`config.mk`:
```
export PLATFORM = sky130hd
export DESIGN_NAME = llc_req_arbiter
export DESIGN_NICKNAME = d
export VERILOG_FILES = /design/src/rtl/llc_req_arbiter.sv
export SDC_FILE = /design/constraint.sdc
export NUM_CORES = 1
export LEC_CHECK = 0
export CORE_AREA = 2 2 200 202
export CTS_CLUSTER_DIAMETER = 120
export DETAILED_ROUTE_END_ITERATION = 6
export DIE_AREA = 0 0 202 204
export PLACE_DENSITY = 0.6
export SETUP_SLACK_MARGIN = 0.3
export SLEW_MARGIN = 25
export SYNTH_ARGS = -nofsm -noshare
export SYNTH_HDL_FRONTEND = slang
export SYNTH_SLANG_ARGS = --single-unit
```
`constraint.sdc`:
```
create_clock -name clk -period 1.6 [get_ports clk]
set_input_delay 0.24 -clock clk [delete_from_list [all_inputs] [get_ports clk]]
set_output_delay 0.24 -clock clk [all_outputs]
set_load 0.01 [all_outputs]
```
`src/rtl/llc_req_arbiter.sv`:
```
// Two-way round-robin merge of L2 and DMA requests into one registered LLC request slot.
// A multi-beat DMA write burst can optionally hold the grant until its final beat.
`ifndef MIX_MSG_TYPE_WIDTH
`define MIX_MSG_TYPE_WIDTH 5
`endif
`ifndef HPROT_WIDTH
`define HPROT_WIDTH 2
`endif
`ifndef LINE_ADDR_BITS
`define LINE_ADDR_BITS 26
`endif
`ifndef BITS_PER_LINE
`define BITS_PER_LINE 128
`endif
`ifndef CACHE_ID_WIDTH
`define CACHE_ID_WIDTH 2
`endif
`ifndef WORD_BITS
`define WORD_BITS 2
`endif
`ifndef LLC_COH_DEV_ID_WIDTH
`define LLC_COH_DEV_ID_WIDTH 4
`endif
`ifndef REQ_DMA_WRITE
`define REQ_DMA_WRITE 5'd7
`endif

module llc_req_arbiter #(
    parameter bit DMA_BURST_LOCK = 1'b1
) (
    input  logic                             clk,
    input  logic                             rst,
    input  logic                             l2_req_valid,
    output logic                             l2_req_ready,
    input  logic [`MIX_MSG_TYPE_WIDTH-1:0]   l2_req_coh_msg,
    input  logic [`HPROT_WIDTH-1:0]          l2_req_hprot,
    input  logic [`LINE_ADDR_BITS-1:0]       l2_req_addr,
    input  logic [`BITS_PER_LINE-1:0]        l2_req_line,
    input  logic [`CACHE_ID_WIDTH-1:0]       l2_req_req_id,
    input  logic [`WORD_BITS-1:0]            l2_req_word_offset,
    input  logic [`WORD_BITS-1:0]            l2_req_valid_words,
    input  logic                             dma_req_valid,
    output logic                             dma_req_ready,
    input  logic [`MIX_MSG_TYPE_WIDTH-1:0]   dma_req_coh_msg,
    input  logic [`HPROT_WIDTH-1:0]          dma_req_hprot,
    input  logic [`LINE_ADDR_BITS-1:0]       dma_req_addr,
    input  logic [`BITS_PER_LINE-1:0]        dma_req_line,
    input  logic [`LLC_COH_DEV_ID_WIDTH-1:0] dma_req_req_id,
    input  logic [`WORD_BITS-1:0]            dma_req_word_offset,
    input  logic [`WORD_BITS-1:0]            dma_req_valid_words,
    output logic                             llc_req_valid,
    input  logic                             llc_req_ready,
    output logic [`MIX_MSG_TYPE_WIDTH-1:0]   llc_req_coh_msg,
    output logic [`HPROT_WIDTH-1:0]          llc_req_hprot,
    output logic [`LINE_ADDR_BITS-1:0]       llc_req_addr,
    output logic [`BITS_PER_LINE-1:0]        llc_req_line,
    output logic [`LLC_COH_DEV_ID_WIDTH-1:0] llc_req_req_id,
    output logic [`WORD_BITS-1:0]            llc_req_word_offset,
    output logic [`WORD_BITS-1:0]            llc_req_valid_words,
    output logic                             llc_req_is_dma,
    output logic                             dma_locked
);

    localparam int DW = `LLC_COH_DEV_ID_WIDTH;

    typedef enum logic {ARB, DMA_LOCK} state_t;

    state_t state, state_next;
    logic   last_grant;   // 1 = DMA won the last accepted transfer
    logic   grant_l2, grant_dma;
    logic   load_en, l2_xfer, dma_xfer, burst_start;

    assign load_en = !llc_req_valid || llc_req_ready;
    // Readies are forced low while reset is held, independent of input valids.
    assign l2_req_ready  = grant_l2 && load_en && rst;
    assign dma_req_ready = grant_dma && load_en && rst;
    assign l2_xfer  = l2_req_valid && l2_req_ready;
    assign dma_xfer = dma_req_valid && dma_req_ready;
    assign burst_start = (dma_req_coh_msg == `REQ_DMA_WRITE) && dma_req_hprot[0];
    assign dma_locked  = (state == DMA_LOCK);

    always_comb begin
        grant_l2  = 1'b0;
        grant_dma = 1'b0;
        if (state == DMA_LOCK) begin
            grant_dma = dma_req_valid;
        end else if (l2_req_valid && dma_req_valid) begin
            grant_l2  = last_grant;
            grant_dma = !last_grant;
        end else begin
            grant_l2  = l2_req_valid;
            grant_dma = dma_req_valid;
        end
    end

    always_comb begin
        state_next = state;
        case (state)
            ARB:      if (DMA_BURST_LOCK && dma_xfer && burst_start) state_next = DMA_LOCK;
            DMA_LOCK: if (dma_xfer && !dma_req_hprot[0]) state_next = ARB;
            default:  state_next = ARB;
        endcase
    end

    always_ff @(posedge clk or negedge rst) begin
        if (!rst) begin
            state      <= ARB;
            last_grant <= 1'b1;
        end else begin
            state <= state_next;
            if (dma_xfer)     last_grant <= 1'b1;
            else if (l2_xfer) last_grant <= 1'b0;
        end
    end

    // Single output slot; payload only changes when a new entry is accepted.
    always_ff @(posedge clk or negedge rst) begin
        if (!rst) begin
            llc_req_valid       <= 1'b0;
            llc_req_coh_msg     <= '0;
            llc_req_hprot       <= '0;
            llc_req_addr        <= '0;
            llc_req_line        <= '0;
            llc_req_req_id      <= '0;
            llc_req_word_offset <= '0;
            llc_req_valid_words <= '0;
            llc_req_is_dma      <= 1'b0;
        end else if (load_en) begin
            llc_req_valid <= l2_xfer || dma_xfer;
            if (dma_xfer) begin
                llc_req_coh_msg     <= dma_req_coh_msg;
                llc_req_hprot       <= dma_req_hprot;
                llc_req_addr        <= dma_req_addr;
                llc_req_line        <= dma_req_line;
                llc_req_req_id      <= dma_req_req_id;
                llc_req_word_offset <= dma_req_word_offset;
                llc_req_valid_words <= dma_req_valid_words;
                llc_req_is_dma      <= 1'b1;
            end else if (l2_xfer) begin
                llc_req_coh_msg     <= l2_req_coh_msg;
                llc_req_hprot       <= l2_req_hprot;
                llc_req_addr        <= l2_req_addr;
                llc_req_line        <= l2_req_line;
                llc_req_req_id      <= DW'(l2_req_req_id);
                llc_req_word_offset <= l2_req_word_offset;
                llc_req_valid_words <= l2_req_valid_words;
                llc_req_is_dma      <= 1'b0;
            end
        end
    end

endmodule

```
== After elaboration in Yosys (flattened, before gate mapping) ==
Cells that the tools add are included.

* Flip-flop bits (word level): 173
* Input port bits: 341
* Output and inout port bits: 174
* Word-level logic and storage cells: 53

* Eq/ne operators: 1
* Multiplexer cells: 23
* Bitwise operators: 1
* Reduce and logical (&&, ||, !) cells: 17

{| class="wikitable"
|+ Operators with widths
! kind !! count
|-
| $mux 128 || 2
|-
| $mux 26 || 2
|-
| $mux 2 || 6
|-
| $logic_and 1x1->1 || 10
|-
| $mux 5 || 2
|-
| $mux 1 || 8
|-
| $mux 4 || 2
|-
| $eq 5x3->1 const B || 1
|-
| $logic_not 1->1 || 3
|-
| $logic_or 1x1->1 || 2
|-
| $pmux 1 s2 || 1
|-
| $reduce_and 2->1 || 1
|-
| $reduce_bool 2->1 || 1
|-
| $not 1->1 || 1
|}

== Depth between registers and ports, before layout ==
Gate-level depths: netlist (run 1).

* Depth in word-level cells: 9
* Mapped depth: 7
* Gate-level depth less buffers: 4

== Least setup slack after synthesis (run 1) ==
No wires, ideal clock.

* Kind: reg2reg
* Start point: register state (netlist: dma_locked)
* End point: register llc_req_line[100]
* Setup time: 0.132 ns
* Arrival: 1.462 ns
* Data required time: 1.468 ns
* Setup slack: 0.006 ns
* Cell stages (with the launch flop): 8
* Buffers on the path: 3
* Cells stage by stage: dfrtp_1 nor2b_1 a221oi_2 buf_4 buf_6 buf_6 mux2i_1 o21ai_1

* Longest elaborated chain between the ends: 6

{| class="wikitable"
|+ RTL lines
! element !! line !! RTL
|-
| from (decl) || 68 || <nowiki>state_t state, state_next;</nowiki>
|-
| from (signal assigned) || 110 || <nowiki>state <= state_next;</nowiki>
|-
| $mux 1 || 85 || <nowiki>if (state == DMA_LOCK) begin</nowiki>
|-
| $logic_and 1x1->1 (on tied branches) (2 in series) || 75, 76 ||
|-
| $logic_and 1x1->1 (on tied branches) || 77, 78 ||
|-
| $reduce_bool 2->1 (no line) || - ||
|-
| $reduce_and 2->1 (no line) || - ||
|-
| to (signal assigned) || 134 || <nowiki>llc_req_line <= dma_req_line;</nowiki>
|-
| to (signal assigned) || 143 || <nowiki>llc_req_line <= l2_req_line;</nowiki>
|-
| to (decl) || 56 || <nowiki>output logic [`BITS_PER_LINE-1:0] llc_req_line,</nowiki>
|}

Several ways; a longest one is shown, not always the timed one.
A chain may end at the register's enable or synchronous reset.

== Worst setup path in the final report (run 1) ==
* Start point: register state (netlist: dma_locked)
* End point: register llc_req_line[39]

Same word-level chain as after synthesis.

==> summary.md, run 1 <==
| Metric | Value |
|---|---|
| Commonest cells after routing, fill and taps aside | clkdlybuf4s50_1, dfrtp_1, buf_2 |
| DR iter-0 viols | 225 |
| Post-Layout Cell Count | 1877 |
| Fmax | 544.6 MHz |
| Vias in the first global route | 7762 |
| R2r worst-path depth | 9 |
| RSZ-0062 raised after global routing | true |
| Die height | 204 µm |
| Clk_lat worst skew | 0.44 ns |
| Commonest non-fill, non-tap cell in the layout | clkdlybuf4s50_1 |
| Pre-Repair DR Iteration Count | 5 |
| Remaining antenna violation count | 0 |
| Worst path cell trace | nor2b_4 -> a221oi_4 -> buf_12 -> buf_12 -> buf_12 -> buf_6 -> buf_6 -> mux2i_1 -> o21ai_1 |
| Post-layout util | 38.31% |
| Library cells used by synthesis | 23 |
| CP Data Required Time | 1.92 ns |
| Post-detailed-route wirelength per cell | 16.27 µm |
| Clock root cell | clkbuf_16 |
| Pwr dens | 985.7 mW/mm² |
| CTS tree | done |
| Number of remaining DRC errors | 0 |
| Slowest stage delay, CP | 0.41 ns |
| Worst Path Buf+Inv | 5 |
| GR Overflow Total | 0 |
| Core area | 0.03918 mm² |
| Total track usage | 14.69% |
| Starting Density | 20.24% |
| I/O pins | 515 |
| Hold WC Path Type | in -> async |
| Crit path max-delay family | buffers and inverters |
| Syn_area_per_cell | 10.54 µm² |
| DR vias | 7570 |
| CP max stage cell | dfrtp_1 |
| Max transition margin | 56.54% |
| Setup violations, final | 171 |
| Period utilization | 114.8% |
| CTS H-tree depth | 4 |
| Clock buffer count from CTS | 17 |
| Synth-to-Final Area Change | 89.30% |
| Share of cells above drive strength 1 | 26.57% |
| Cell mode on critical path | buf_12 |
| Arrival @ worst endpoint | 2.16 ns |
| Final Max Tran Viols | 0 |
| Failing checks | negative setup slack |
| Yosys warns | 0 |
| Largest net degree at the start of global routing | 83 |
| MaxCap Viol Count | 0 |
| Final RePlAce weighted congestion | 0.8026 |
| Status | finished, violations left |
| Post-Syn Area | 0.007929 mm² |
| R2r setup slk | -0.24 ns |
| Vias per inst | 4.033 |
| Mapped Nets | 1093 |
| First-pass GRT wire length | 45990 µm |
| Part of the power in registers | 38.0% |
| Nets@finish | 1680 |
| Leak Pwr | 6.526 nW |
| CTS Sinks | 173 |
| Clock input transition at the sequential cells of the worst setup and hold paths | 0.07 ns |
| Startpoint types | flip-flop |
| # rows | 73 |
| Crit end category | flip-flop |
| Port Buffers | 514 |
| Register area share after synthesis | 54.62% |
| Hold Violations, Final | 0 |
| Initial antenna violation count | 1 |
| Cells after DPL | 1806 |
| Die area | 0.04121 mm² |
| Fin Clk Skew | 0.01245 ns |
| Dpl cell area | 0.01427 mm² |
| Die width | 202 µm |
| Sw Pwr | 0.004420 W |
| Fin crit period | 1.836 ns |
| Crit-path max FO | 8 |
| Net Sw Frac | 29.88% |
| Logic pwr share | 31.4% |
| R2r endpoint | llc_req_line[39] |
| Final worst setup slack | -0.2363 ns |
| # fillers | 3935 |
| CTS Buffer Depth | 2 |
| Max IR drop VDD | 0.0007038 V |
| Routed WL | 30550 µm |
| Clk pwr share | 30.6% |
| Setup CP Type | reg -> reg |
| Final std cell area, no fill | 0.01501 mm² |
| Hold_ws | 0.1538 ns |
| R2R Path Start | dma_locked |
| Post-DP HPWL | 23380 µm |
| Pint | 0.01037 W |
| Post-Syn Instances | 752 |
| Seq cells post-synth | 173 |
| Tightest Pin Transition | 0.6431 ns |
==> cell usage after synthesis, drive strengths merged <==
library cell    n  share of area [%]
a211oi          1              0.095
dfrtp         172                 54
a31oi           2               0.16
dfstp           1               0.33
and3            1              0.079
nor2b           1              0.079
nor4bb          1               0.13
a21oi           5               0.32
o211ai          1               0.16
nand2b          1              0.079
buf            25                2.6
mux2i         167                 21
a22o            2               0.22
a221oi          1               0.19
nand3           1              0.063
inv             3               0.14
o21ai         167                 11
nand2         169                8.0
clkbuf         31                1.5
==> kinds of logic after synthesis <==
group,synth area share [%]
AOI/OAI and AO/OA,11.68
DFF,54.62
muxes,21.08
and+or+nand+nor,8.427
buffers and inverters,4.198
==> area by class of cell <==
cell class / instances / area [µm²] / share of cell area [%]
repair buffers: 624 / 5812 / 38.72
flip-flops and latches: 173 / 4332 / 28.86
multi-input cells: 520 / 3567 / 23.77
well taps: 525 / 656.9 / 4.376
clock buffers: 19 / 442.9 / 2.951
clock inverters: 12 / 185.2 / 1.234
inverters: 3 / 11.26 / 0.07502
diodes: 1 / 2.502 / 0.01667
==> worst register-to-register path: stages, from the launching register on <==
cell and delay [ns]:
dfrtp_1 0.41, nor2b_4 0.07, a221oi_4 0.27, buf_12 0.15, buf_12 0.14, buf_12 0.17
buf_6 0.12, buf_6 0.10, mux2i_1 0.21, o21ai_1 0.08
==> per-stage QoR <==
stage / setup TNS, ns / setup slack, ns / power (W)
4_1_cts: -31.81 / -0.2697 / 0.01497
2_1_floorplan: 0 / 0.06063 / 0.007336
3_3_place_gp: -84.40 / -0.7220 / 0.01060
6_report: -28.20 / -0.2363 / 0.01479
5_1_grt: -47.24 / -0.3380 / 0.01567
3_5_place_dp: -89.60 / -0.7121 / 0.01067
==> state kept, by name (all words and copies together), names as in the netlist <==
register             cells
llc_req_addr            26
llc_req_word_offset      2
llc_req_is_dma           1
llc_req_req_id           4
llc_req_hprot            2
llc_req_coh_msg          5
dma_locked               1
last_grant               1
llc_req_line           128
llc_req_valid_words      2
llc_req_valid            1
==> layer usage <==
| metal | global-route usage (%) | up-vias | part of all wire (%) |
|---|---|---|---|
| met5 | 0 | - | 0 |
| met4 | 4.832 | 0 | 1.7 |
| met3 | 4.528 | 22 | 7.7 |
| met2 | 25.99 | 315 | 50 |
| met1 | 16.85 | 3459 | 40 |
| li1 | - | 3774 | - |
==> power by group through the flow <==
stage / combinational [W] / clock, W / sequential (W)
floorplan: 0.00126 / 0 / 0.00607
global placement: 0.00491 / 0 / 0.00570
detailed placement: 0.00494 / 0 / 0.00573
CTS: 0.00463 / 0.00471 / 0.00563
global route: 0.00503 / 0.00489 / 0.00574
finish: 0.00464 / 0.00453 / 0.00562
==> timing repair <==
action                                 4_1_cts  5_1_grt
hold buffers                                 1        0
buffers inserted                            27        3
pin swaps                                    4        4
gates cloned                                 6        2
resized for setup                          837       37
endpoints found under the hold margin        9        0
setup endpoints to repair                  345      345
==> how the worst max path moves through the flow <==
stage	startpoint	to	slack, ns	cells past startpoint
floorplan	dma_locked	llc_req_line[100]	0.06	7
CTS	dma_locked	l2_req_ready	-0.27	4
detailed placement	l2_req_valid	l2_req_ready	-0.71	5
global placement	l2_req_valid	l2_req_ready	-0.72	5
global route	dma_locked	llc_req_line[39]	-0.34	9
finish	dma_locked	llc_req_line[39]	-0.24	9
Note: power is estimated with default switching activity, not from simulation.
==> run 2, diff against run 1 <==
--- a/config.mk
+++ b/config.mk
@@ -5,11 +5,12 @@
 export SDC_FILE = /design/constraint.sdc
 export NUM_CORES = 1
 export LEC_CHECK = 0
-export CORE_AREA = 2 2 200 202
+export CORE_AREA = 2 2 198 200
 export CTS_CLUSTER_DIAMETER = 120
 export DETAILED_ROUTE_END_ITERATION = 6
-export DIE_AREA = 0 0 202 204
-export PLACE_DENSITY = 0.6
+export DIE_AREA = 0 0 200 202
+export DONT_BUFFER_PORTS = 1
+export PLACE_DENSITY = 0.43
 export SETUP_SLACK_MARGIN = 0.3
 export SLEW_MARGIN = 25
 export SYNTH_ARGS = -nofsm -noshare
==> summary.md, run 2 <==
| Metric | Value |
|---|---|
| Status | did not finish |
| Last stage | 4_1_cts |
| Err | [ERROR RSZ-0060] Max buffer count reached. |
| Post-Syn Instances | 752 (unchanged) |
| Cell taking the most area after synthesis | dfrtp_1 |
| Hold-fix buffer count after cts | 264 (+263) |
| Top post-synthesis cells by area | dfrtp_1, mux2i_1, nand2_1, o21ai_0, o21ai_1 |
| Die height | 202 µm (-0.98%) |
| # rows | 72 (-1.4%) |
| Post-Syn Area | 0.007929 mm² (unchanged) |
| Most common cell in the netlist | dfrtp_1 |
| CTS Buffer Depth | 2 (unchanged) |
| Yosys warns | 0 (unchanged) |
| CTS Sinks | 173 (unchanged) |
| Syn_area_per_cell | 10.54 µm² (unchanged) |
| Pre-CTS WS | -0.2751 ns (+0.4371 ns) |
| Dpl cell area | 0.008698 mm² (-39%) |
| Post-synth EDFFs | 0 (unchanged) |
| Synth top area share | 54.28% (unchanged) |
| Final RePlAce weighted congestion | 0.7693 (-4.1%) |
| Register area share after synthesis | 54.62% (unchanged) |
| Library cells used by synthesis | 23 (unchanged) |
| Mapped Nets | 1093 (unchanged) |
| Clock buffer count from CTS | 17 (unchanged) |
| Seq cells post-synth | 173 (unchanged) |
| I/O pins | 515 (unchanged) |
| Post-CTS setup buffers | 21 (-22%) |
| Post-CTS Resized | 150 (-82%) |
| Port Buffers | 0 (-100%) |
| Post-DP HPWL | 17950 µm (-23%) |
| Dominant synthesized flop cell | dfrtp_1 |
| Clock root cell | clkbuf_16 |
| Top cells by count, synth | dfrtp_1, nand2_1, mux2i_1, o21ai_0, o21ai_1 |
| CTS H-tree depth | 4 (unchanged) |
| FFs w/ async S/R, synth | 100.0% (unchanged) |
| Die width | 200 µm (-0.99%) |
| Starting Density | 20.71% (+0.47 points) |
[run 2: through the flow]
step,TNS (ns),cells
3_5_place_dp,-18.06,1250
3_3_place_gp,-16.97,1250
2_1_floorplan,0,752
[run 2: cells by family after synthesis]
kind of cell	count (synthesis)	synth area share (%)
and+or+nand+nor	174	8.427
buffers and inverters	59	4.198
AOI/OAI and AO/OA	179	11.68
DFF	173	54.62
muxes	167	21.08
==> run 3, diff against run 2 <==
--- a/config.mk
+++ b/config.mk
@@ -6,12 +6,10 @@
 export NUM_CORES = 1
 export LEC_CHECK = 0
 export CORE_AREA = 2 2 198 200
-export CTS_CLUSTER_DIAMETER = 120
 export DETAILED_ROUTE_END_ITERATION = 6
 export DIE_AREA = 0 0 200 202
 export DONT_BUFFER_PORTS = 1
-export PLACE_DENSITY = 0.43
-export SETUP_SLACK_MARGIN = 0.3
+export PLACE_DENSITY_LB_ADDON = 0.15
 export SLEW_MARGIN = 25
 export SYNTH_ARGS = -nofsm -noshare
 export SYNTH_HDL_FRONTEND = slang
==> constraint.sdc (replaced) <==
create_clock -name clk -period 2.1 [get_ports clk]
set_input_delay 0.315 -clock clk [delete_from_list [all_inputs] [get_ports clk]]
set_output_delay 0.315 -clock clk [all_outputs]
set_load 0.01 [all_outputs]
==> summary.md, run 3 (same netlist as run 1, synthesis figures left out) <==
| Metric | Value |
|---|---|
| Status | finished, violations left |
| Failing checks | negative hold slack |
| Clock root cell | clkbuf_16 |
| Regs by FF count | llc_req_line x128, llc_req_addr x26, llc_req_coh_msg x5 |
| Largest net degree at the start of global routing | 180 |
| CP Data Required Time | 1.78 ns |
| RSZ-0062 raised after global routing | true |
| Slowest stage delay, CP | 0.41 ns |
| CTS H-tree depth | 4 (unchanged) |
| Pwr dens | 997.9 mW/mm² |
| Die height | 202 µm (unchanged) |
| Crit path max-delay family | buffers and inverters |
| Die area | 0.04040 mm² |
| Post-detailed-route wirelength per cell | 19.61 µm |
| Part of the power in registers | 51.9% |
| Pre-CTS WS | 0.1304 ns (+0.4055 ns) |
| Logic pwr share | 12.7% |
| Commonest non-fill, non-tap cell in the layout | dfrtp_1 |
| Hold Violations, Final | 173 |
| Post-DP HPWL | 19110 µm (+6.5%) |
| Clk_lat worst skew | 0.44 ns |
| Hold_ws | -0.4304 ns |
| Pint | 0.006357 W |
| Met1 GRT Util | 12.17% |
| Number of remaining DRC errors | 0 |
| Hold WC Path Type | in -> async |
| Commonest cells after routing, fill and taps aside | dfrtp_1, nand2_1, mux2i_1 |
| Final RePlAce weighted congestion | 0.8141 (+5.8%) |
| Die width | 200 µm (unchanged) |
| Max IR drop VDD | 0.0005249 V |
| # fillers | 4117 |
| Routed WL | 25120 µm |
| Max transition margin | 58.13% |
| DR vias | 5337 |
| CTS Buffer Depth | 2 (unchanged) |
| Remaining antenna violation count | 0 |
| Dpl cell area | 0.008591 mm² (-1.2%) |
| Net Sw Frac | 31.28% |
| Fin Clk Skew | 0.008527 ns |
| Crit-path max FO | 24 |
| Setup CP Type | reg -> out |
| Final worst setup slack | 0.1311 ns |
| Final Max Tran Viols | 0 |
| Startpoint types | flip-flop |
| Final std cell area, no fill | 0.009270 mm² |
| Worst path cell trace | a221oi_4 -> buf_4 -> buf_16 |
| First-pass GRT wire length | 35050 µm |
| Synth-to-Final Area Change | 16.92% |
| R2r setup slk | 0.19 ns |
| Crit end category | output port |
| Setup TNS | 0 ns |
| GR Overflow Total | 0 |
| Vias in the first global route | 5390 |
| M2 GR Usage | 21.52% |
| MaxCap Viol Count | 0 |
| Share of cells above drive strength 1 | 8.432% |
| Period utilization | 93.76% |
| Vias per inst | 4.166 |
| Cells after DPL | 1241 (-0.72%) |
| Worst Path Buf+Inv | 2 |
| Starting Density | 20.71% (unchanged) |
| Clock input transition at the sequential cells of the worst setup and hold paths | 0.07 ns |
| R2R Path Start | llc_req_valid |
| Leak Pwr | 3.782 nW |
| Nets@finish | 1087 |
| Clk pwr share | 35.4% |
| Setup violations, final | 0 |
| I/O pins | 515 (unchanged) |
| R2r endpoint | llc_req_line[3] |
| Clock buffer count from CTS | 17 (unchanged) |
| Core area | 0.03829 mm² |
| Max reg flops | 128 |
| CTS tree | done |
| Global route hottest layer | met2 |
| R2r worst-path depth | 5 |
| Post-Layout Cell Count | 1281 |
| DR iter-0 viols | 150 |
| Initial antenna violation count | 4 |
| # rows | 72 (unchanged) |
| Total track usage | 12.03% |
| Pre-Repair DR Iteration Count | 4 |
| Port Buffers | 0 (unchanged) |
| Fin crit period | 1.969 ns |
| Hold-fix buffer count after cts | 3 (-99%) |
| Met3 Use GR | 5.223% |
| Arrival @ worst endpoint | 1.65 ns |
| CTS Sinks | 173 (unchanged) |
| CP max stage cell | dfrtp_1 |
| Tightest Pin Transition | 0.6280 ns |
| Fmax | 507.9 MHz |
| Biggest register | llc_req_line |
| Sw Pwr | 0.002894 W |
-- run 3: layout make-up --
class | count | area [µm²] | area share, %
diodes | 4 | 10.01 | 0.1080
inverters | 3 | 11.26 | 0.1215
repair buffers | 31 | 377.9 | 4.076
flip-flops and latches | 173 | 4330 | 46.71
well taps | 518 | 648.1 | 6.992
multi-input cells | 520 | 3291 | 35.50
clock inverters | 7 | 76.32 | 0.8233
clock buffers | 25 | 525.5 | 5.669
-- run 3: repair_timing --
| item | 4_1_cts | 5_1_grt |
|---|---|---|
| hold endpoints to repair | 176 | 173 |
| setup buffers | 0 | 0 |
| resized for setup | 3 | 0 |
| cloned | 0 | 1 |
| setup endpoints to repair | 2 | 2 |
-- run 3: through the flow --
step	utilization [%]	power, W
2_1_floorplan	-	0.005564
3_3_place_gp	22.44	0.006079
3_5_place_dp	22.44	0.006088
4_1_cts	24.12	0.009492
5_1_grt	24.21	0.009859
6_report	24.21	0.009251
-- run 3: how the worst max path moves through the flow --
stage | from | end | slack, ns | cells past startpoint
3_3_place_gp | l2_req_valid | llc_req_line[25] | 0.16 | 6
6_report | llc_req_valid | dma_req_ready | 0.13 | 3
3_5_place_dp | l2_req_valid | llc_req_line[3] | 0.13 | 6
2_1_floorplan | dma_locked | llc_req_line[100] | 0.51 | 7
4_1_cts | dma_locked | dma_req_ready | 0.005 | 4
5_1_grt | dma_locked | l2_req_ready | -0.001 | 5
-- run 3: layer usage --
metal,wire length [µm],vias to the layer above,part of all wire (%)
li1,-,2588,-
met1,8812,2435,35
met2,13000,293,52
met3,2746,21,11
met4,552,0,2.2
met5,0,-,0
-- run 3: power by group through the flow --
stage / sequential (W) / combinational, W / clock [W]
6_report: 0.00480 / 0.00117 / 0.00328
5_1_grt: 0.00489 / 0.00137 / 0.00359
4_1_cts: 0.00484 / 0.00120 / 0.00346
3_5_place_dp: 0.00489 / 0.00120 / 0
3_3_place_gp: 0.00491 / 0.00117 / 0
2_1_floorplan: 0.00463 / 0.000938 / 0
==> run 4, diff against run 3 <==
--- a/config.mk
+++ b/config.mk
@@ -5,12 +5,13 @@
 export SDC_FILE = /design/constraint.sdc
 export NUM_CORES = 1
 export LEC_CHECK = 0
+export CAP_MARGIN = 10
 export CORE_AREA = 2 2 198 200
 export DETAILED_ROUTE_END_ITERATION = 6
 export DIE_AREA = 0 0 200 202
 export DONT_BUFFER_PORTS = 1
 export PLACE_DENSITY_LB_ADDON = 0.15
-export SLEW_MARGIN = 25
+export SLEW_MARGIN = 20
 export SYNTH_ARGS = -nofsm -noshare
 export SYNTH_HDL_FRONTEND = slang
 export SYNTH_SLANG_ARGS = --single-unit
==> results of run 4 <==
The final DEF is identical to that of run 3; final timing and power are the same.
